==> src/rtl/image_pipe_arb_pkg.sv <==
// Shared types, default sizes and the round-robin search used by the image pipe arbiter.
// Latency: n/a (types and a pure combinational function).
// Backpressure: n/a.
package image_pipe_arb_pkg;

  typedef enum logic {
    ST_IDLE  = 1'b0,
    ST_GRANT = 1'b1
  } arb_state_e;

  localparam int unsigned NREQ_DEF = 4;
  localparam int unsigned DW_DEF   = 32;
  localparam int unsigned NREQ_MAX = 8;

  // Returns {found, index}: the first requester with req set, scanning
  // (last+1) mod n, (last+2) mod n, ... so the previous owner is checked last.
  function automatic logic [3:0] rr_next(input logic [NREQ_MAX-1:0] req,
                                         input logic [2:0]          last,
                                         input int unsigned         n);
    logic [3:0]  res;
    int unsigned idx;
    res = '0;
    for (int unsigned k = 1; k <= NREQ_MAX; k++) begin
      if (k <= n && !res[3]) begin
        idx = (32'(last) + k) % n;
        if (req[3'(idx)]) res = {1'b1, 3'(idx)};
      end
    end
    return res;
  endfunction

endpackage

==> src/rtl/image_pipe_rr_picker.sv <==
// Combinational round-robin pick: one-hot winner and its index from a request vector.
// Latency: 0 cycles (pure combinational).
// Backpressure: none; the caller decides when the pick is taken.
// Ports: req_i request vector, last_i previous owner index,
//        gnt_o one-hot winner (zero when no request), idx_o winner index, vld_o any winner.
module image_pipe_rr_picker
  import image_pipe_arb_pkg::*;
#(
  parameter int unsigned NREQ = NREQ_DEF,
  parameter int unsigned IW   = (NREQ > 1) ? $clog2(NREQ) : 1
) (
  input  logic [NREQ-1:0] req_i,
  input  logic [IW-1:0]   last_i,
  output logic [NREQ-1:0] gnt_o,
  output logic [IW-1:0]   idx_o,
  output logic            vld_o
);

  logic [NREQ_MAX-1:0] req_pad;
  logic [3:0]          res;

  always_comb begin
    req_pad             = '0;
    req_pad[NREQ-1:0]   = req_i;
    res                 = rr_next(req_pad, 3'(last_i), NREQ);
    vld_o               = res[3];
    idx_o               = IW'(res[2:0]);
    for (int unsigned i = 0; i < NREQ; i++) begin
      gnt_o[i] = res[3] && (res[2:0] == 3'(i));
    end
  end

endmodule

==> src/rtl/image_pipe_arbiter.sv <==
// Frame-granular round-robin arbiter merging NREQ requester streams into one image pipe.
// Latency: one IDLE cycle to grant; data/valid/end then pass to the pipe combinationally.
// Backpressure: owner sees pipe_busy_in directly; every non-owner (and all in IDLE) sees busy=1.
// Ports: clk, rst (async, active-high); req_data_in/req_valid_in/req_end_in/req_busy_out per
//        requester; pipe_data_out/pipe_valid_out/pipe_end_out/pipe_busy_in to the pipe;
//        grant_out one-hot owner. Build macro IMAGE_PIPE_ARB_STATS_EN adds frame_cnt_out
//        (16-bit completed-frame counter per requester, slice i = bits [i*16 +: 16]).
module image_pipe_arbiter
  import image_pipe_arb_pkg::*;
#(
  parameter int unsigned NREQ = NREQ_DEF,
  parameter int unsigned DW   = DW_DEF
) (
  input  logic              clk,
  input  logic              rst,
  input  logic [NREQ*DW-1:0] req_data_in,
  input  logic [NREQ-1:0]   req_valid_in,
  input  logic [NREQ-1:0]   req_end_in,
  output logic [NREQ-1:0]   req_busy_out,
  output logic [DW-1:0]     pipe_data_out,
  output logic              pipe_valid_out,
  output logic              pipe_end_out,
  input  logic              pipe_busy_in,
  output logic [NREQ-1:0]   grant_out
`ifdef IMAGE_PIPE_ARB_STATS_EN
  ,output logic [NREQ*16-1:0] frame_cnt_out
`endif
);

  localparam int unsigned IW = (NREQ > 1) ? $clog2(NREQ) : 1;

  arb_state_e      state_q, state_d;
  logic [NREQ-1:0] grant_q, grant_d;
  logic [IW-1:0]   owner_q, owner_d;
  logic [IW-1:0]   last_q,  last_d;

  logic [NREQ-1:0] pick_gnt;
  logic [IW-1:0]   pick_idx;
  logic            pick_vld;
  logic            owner_end_xfer;

  image_pipe_rr_picker #(
    .NREQ (NREQ),
    .IW   (IW)
  ) u_picker (
    .req_i  (req_valid_in),
    .last_i (last_q),
    .gnt_o  (pick_gnt),
    .idx_o  (pick_idx),
    .vld_o  (pick_vld)
  );

  // grant_q is zero outside GRANT, so masking with it covers the IDLE case too.
  assign owner_end_xfer = |(grant_q & req_valid_in & req_end_in) & ~pipe_busy_in;

  always_comb begin
    state_d = state_q;
    grant_d = grant_q;
    owner_d = owner_q;
    last_d  = last_q;
    case (state_q)
      ST_IDLE: begin
        if (pick_vld) begin
          state_d = ST_GRANT;
          grant_d = pick_gnt;
          owner_d = pick_idx;
        end
      end
      ST_GRANT: begin
        // Ownership only ends on the owner's end word actually transferring.
        if (owner_end_xfer) begin
          state_d = ST_IDLE;
          grant_d = '0;
          last_d  = owner_q;
        end
      end
      default: begin
        state_d = ST_IDLE;
        grant_d = '0;
      end
    endcase
  end

  always_ff @(posedge clk or posedge rst) begin
    if (rst) begin
      state_q <= ST_IDLE;
      grant_q <= '0;
      owner_q <= '0;
      last_q  <= IW'(NREQ - 1);
    end else begin
      state_q <= state_d;
      grant_q <= grant_d;
      owner_q <= owner_d;
      last_q  <= last_d;
    end
  end

  // Zero-latency mux from the owner; all-zero when no grant is held.
  always_comb begin
    pipe_data_out  = '0;
    pipe_valid_out = 1'b0;
    pipe_end_out   = 1'b0;
    for (int unsigned i = 0; i < NREQ; i++) begin
      if (grant_q[i]) begin
        pipe_data_out  = req_data_in[i*DW +: DW];
        pipe_valid_out = req_valid_in[i];
        pipe_end_out   = req_end_in[i];
      end
    end
  end

  assign req_busy_out = ~grant_q | {NREQ{pipe_busy_in}};
  assign grant_out    = grant_q;

`ifdef IMAGE_PIPE_ARB_STATS_EN
  logic [NREQ*16-1:0] frame_cnt_q, frame_cnt_d;

  always_comb begin
    frame_cnt_d = frame_cnt_q;
    for (int unsigned i = 0; i < NREQ; i++) begin
      if (grant_q[i] && req_valid_in[i] && req_end_in[i] && !pipe_busy_in) begin
        frame_cnt_d[i*16 +: 16] = frame_cnt_q[i*16 +: 16] + 16'd1;
      end
    end
  end

  always_ff @(posedge clk or posedge rst) begin
    if (rst) frame_cnt_q <= '0;
    else     frame_cnt_q <= frame_cnt_d;
  end

  assign frame_cnt_out = frame_cnt_q;
`endif

endmodule

==> config.mk <==
export PLATFORM = sky130hd
export DESIGN_NAME = image_pipe_arbiter
export DESIGN_NICKNAME = d
export VERILOG_FILES = /design/src/rtl/image_pipe_arb_pkg.sv /design/src/rtl/image_pipe_rr_picker.sv /design/src/rtl/image_pipe_arbiter.sv
export SDC_FILE = /design/constraint.sdc
export NUM_CORES = 1
export LEC_CHECK = 0
export BUFFER_PORTS_ARGS = -buffer_cell sky130_fd_sc_hd__clkbuf_2
export CAP_MARGIN = 10
export CORE_MARGIN = 2
export CORE_UTILIZATION = 35
export CTS_CLUSTER_SIZE = 12
export DETAILED_ROUTE_END_ITERATION = 6
export HOLD_SLACK_MARGIN = 0.05
export PLACE_DENSITY = 0.86
export SYNTH_ARGS = -nofsm -noshare
export SYNTH_HDL_FRONTEND = slang
export SYNTH_SLANG_ARGS = --single-unit
==> constraint.sdc <==
create_clock -name clk -period 3.5 [get_ports clk]
set_input_delay 0.175 -clock clk [delete_from_list [all_inputs] [get_ports clk]]
set_output_delay 0.175 -clock clk [all_outputs]
set_load 0.02 [all_outputs]
==> impl_metrics.csv <==
group,metric,value,unit
critical_path,r2r-start,"grant_out[3]",
routing,totalWireLength,6730,microns
global_routing,grt_max_degree,73,
placement,place_hpwl,5290,microns
final_layout,antenna_cells,0,
global_routing,globalRouteOverflowTotal,0,
sta,slew-limit-headroom,31.4,%
critical_path,path_max_fanout,33,
cts,cts_setup_buffers,0,
placement,gp_congestion,0.841,
critical_path,rr_endpoint,"last_q[0]",
final_layout,drive_gt1_share,50.0,%
sta,final.setup.worst_slack,1090,ps
placement,io_buffers,180,
critical_path,arrival,2240,ps
critical_path,path_class,"reg -> out",
yosys,synth_cell_types,36,
cts,clock_path_buffers,2,
power_and_ir_drop,p_per_area,857,nW/um^2
cts,cts-buffers-inserted,3,
sta,rsz0062_at_grt,"no",
routing,wire_per_inst,15.2,microns
sta,finalCriticalPeriod,2410,ps
cts,clock_latency,230,ps
sta,fin_skew,1.93,ps
cts,clk_pin_slew_worst_paths,40,ps
final_layout,fill_cells,435,
run,cap_violations,0,
routing,drc,0,
yosys,synth_fp_nets,373,
power_and_ir_drop,leakagePower,1.26,nW
floorplanning,die-area,5240,sq um
cts,cts_hold_buf,1,
sta,max_freq,0.415,GHz
worst_hold_path,holdCritPathClass,"in -> reg",
sta,fin_setup_tns,0,ps
routing,drtIter0Drc,134,
yosys,avgSynthCellArea,6.99,sq um
sta,setup_viol_count_final,0,
global_routing,grt_pass1_vias,2264,
critical_path,rrSetupSlack,1330,ps
final_layout,layout.nets,532,
cts,root_buffer,"clkbuf_8",
sta,final_hold_viol_count,0,
floorplanning,fp-row-count,24,
floorplanning,die_w,72.4,microns
yosys,yosys_register_bits,9,
floorplanning,core,4410,sq um
global_routing,grt_pass1_wl,10200,microns
critical_path,ff2ff_path_depth,4,
critical_path,critPathLaunchType,"flop",
sta,slew_violations,0,
floorplanning,dieHeight,72.4,microns
sta,fin_crit_sh,68.9,%
critical_path,cp-endpoint,"pipe_data_out[14]",
critical_path,cp-end-kind,"output pin",
cts,cts_tree,"done",
cts,cts_max_level,1,
floorplanning,start_util,37.0,%
sta,tightest_slew,1030,ps
routing,ant_nets,0,
routing,drt-pass1-iter-count,5,
final_layout,area_growth,55.9,%
sta,holdWs,329,ps
cts,cts_resized,0,
cts,cts_num_sinks,9,
yosys,ys_seq_area_share,13.9,%
routing,vias,2500,
placement,place_ws,1330,ps
floorplanning,num_io_pins,181,
yosys,ys.warnings.count,0,
outcome,status,"complete, no violations",
critical_path,worstPathRequired,3320,ps
yosys,syn_area,1640,sq um
global_routing,antenna_found_initial,0,
critical_path,startpoint,"grant_out[1]",
global_routing,grt_usage,24.2,%
yosys,netlist_instances,234,
power_and_ir_drop,ir_drop,0.000476,V
routing,via_per_inst,5.63,
[cell usage in the layout, fill, tap and decap left out, types with 2 or more instances in the layout]
cell,synthesis,routed
nand2_1,42,42
nand2b_1,4,4
a21o_1,2,2
clkbuf_2,0,180
o32ai_1,2,2
dfrtp_1,7,5
inv_1,7,7
a221oi_1,33,33
o31ai_1,33,33
dfstp_2,2,2
dfrtp_2,0,2
o22ai_1,2,2
a21oi_1,6,6
a31oi_1,2,2
clkbuf_8,0,3
nor2_1,4,4
buf_4,3,3
o21ai_0,2,2
mux2_4,2,2
o21ai_1,3,3
nor2b_1,35,34
[cells by family after synthesis]
logic type	synth area share (%)
compound gates	46.2
mux	2.45
buf+inv	9.87
simple gates	27.5
flops	13.9
[registers in the layout (all words and copies together) (netlist names)]
| signal | count |
|---|---|
| grant_out | 4 |
| owner_q | 2 |
| last_q | 2 |
| state_q | 1 |
[cells in the mapped netlist (all sizes together)]
cell	number	area [sq um]
a2111oi	1	8.76
a211oi	1	7.51
a21o	2	15.0
a21oi	6	30.0
a221oi	33	289
a22oi	1	7.51
a311oi	1	26.3
a31oi	3	25.0
and3	1	6.26
buf	12	67.6
clkbuf	18	67.6
dfrtp	7	175
dfstp	2	52.6
inv	7	26.3
mux2	2	30.0
mux2i	1	10.0
nand2	42	158
nand2b	4	25.0
nand3	2	15.0
nand3b	1	7.51
nor2	4	15.0
nor2b	35	219
nor3	1	5.00
o2111ai	1	8.76
o211ai	1	7.51
o21ai	5	25.0
o21bai	1	7.51
o221a	1	11.3
o22a	1	8.76
o22ai	2	12.5
o31ai	33	248
o32ai	2	17.5
[critical path: stages (launching register included)]
cell and delay (ps):
dfrtp_1 670, nor2b_2 210, buf_4 340, a221oi_1 180, o31ai_1 360, clkbuf_2 230
[stage by stage]
| stage | util (%) | instances | power (mW) | instance area, sq um |
|---|---|---|---|---|
| 6_report | 57.7 | 444 | 2.18 | 2550 |
| 5_1_grt | 57.7 | 444 | 2.35 | 2550 |
| 4_1_cts | 57.7 | 444 | 2.19 | 2550 |
| 3_5_place_dp | 56.5 | 439 | 2.07 | 2490 |
| 3_3_place_gp | 56.5 | 439 | 2.03 | 2490 |
| 2_1_floorplan | - | 234 | 1.51 | 1640 |
[layer usage]
metal | wire length [microns] | GRT usage, % | part of all wire [%] | vias up
li1 | - | - | - | 1208
met1 | 2620 | 29.7 | 39 | 1118
met2 | 3250 | 41.7 | 48 | 152
met3 | 643 | 3.75 | 9.6 | 22
met4 | 218 | 10.7 | 3.2 | 0
met5 | 0 | 0 | 0 | -
[final cells by class]
class	instances	area, sq um	area share (%)
Multi-Input combinational cell	188	1250	49.0
Timing Repair Buffer	184	933	36.6
Sequential cell	9	230	9.03
Tap cell	52	65.1	2.55
Clock buffer	4	45.0	1.77
Inverter	7	26.3	1.03
[where the power goes]
part	internal (mW)	switching, mW	leakage [nW]
Sequential	0.156	0.231	0.105
Combinational	0.675	1.00	1.13
Clock	0.0793	0.0405	0.0228
[worst min path at each step]
stage                    start           end  slack (ps)  depth (start not counted)
2_1_floorplan              rst  grant_out[0]           1                          1
3_5_place_dp               rst    owner_q[1]         120                          2
5_1_grt        req_valid_in[2]  grant_out[2]         380                          3
4_1_cts        req_valid_in[2]  grant_out[2]         320                          3
6_report       req_valid_in[2]  grant_out[2]         330                          3
3_3_place_gp               rst  grant_out[0]         110                          2
Note: power is estimated with default switching activity, not from simulation.
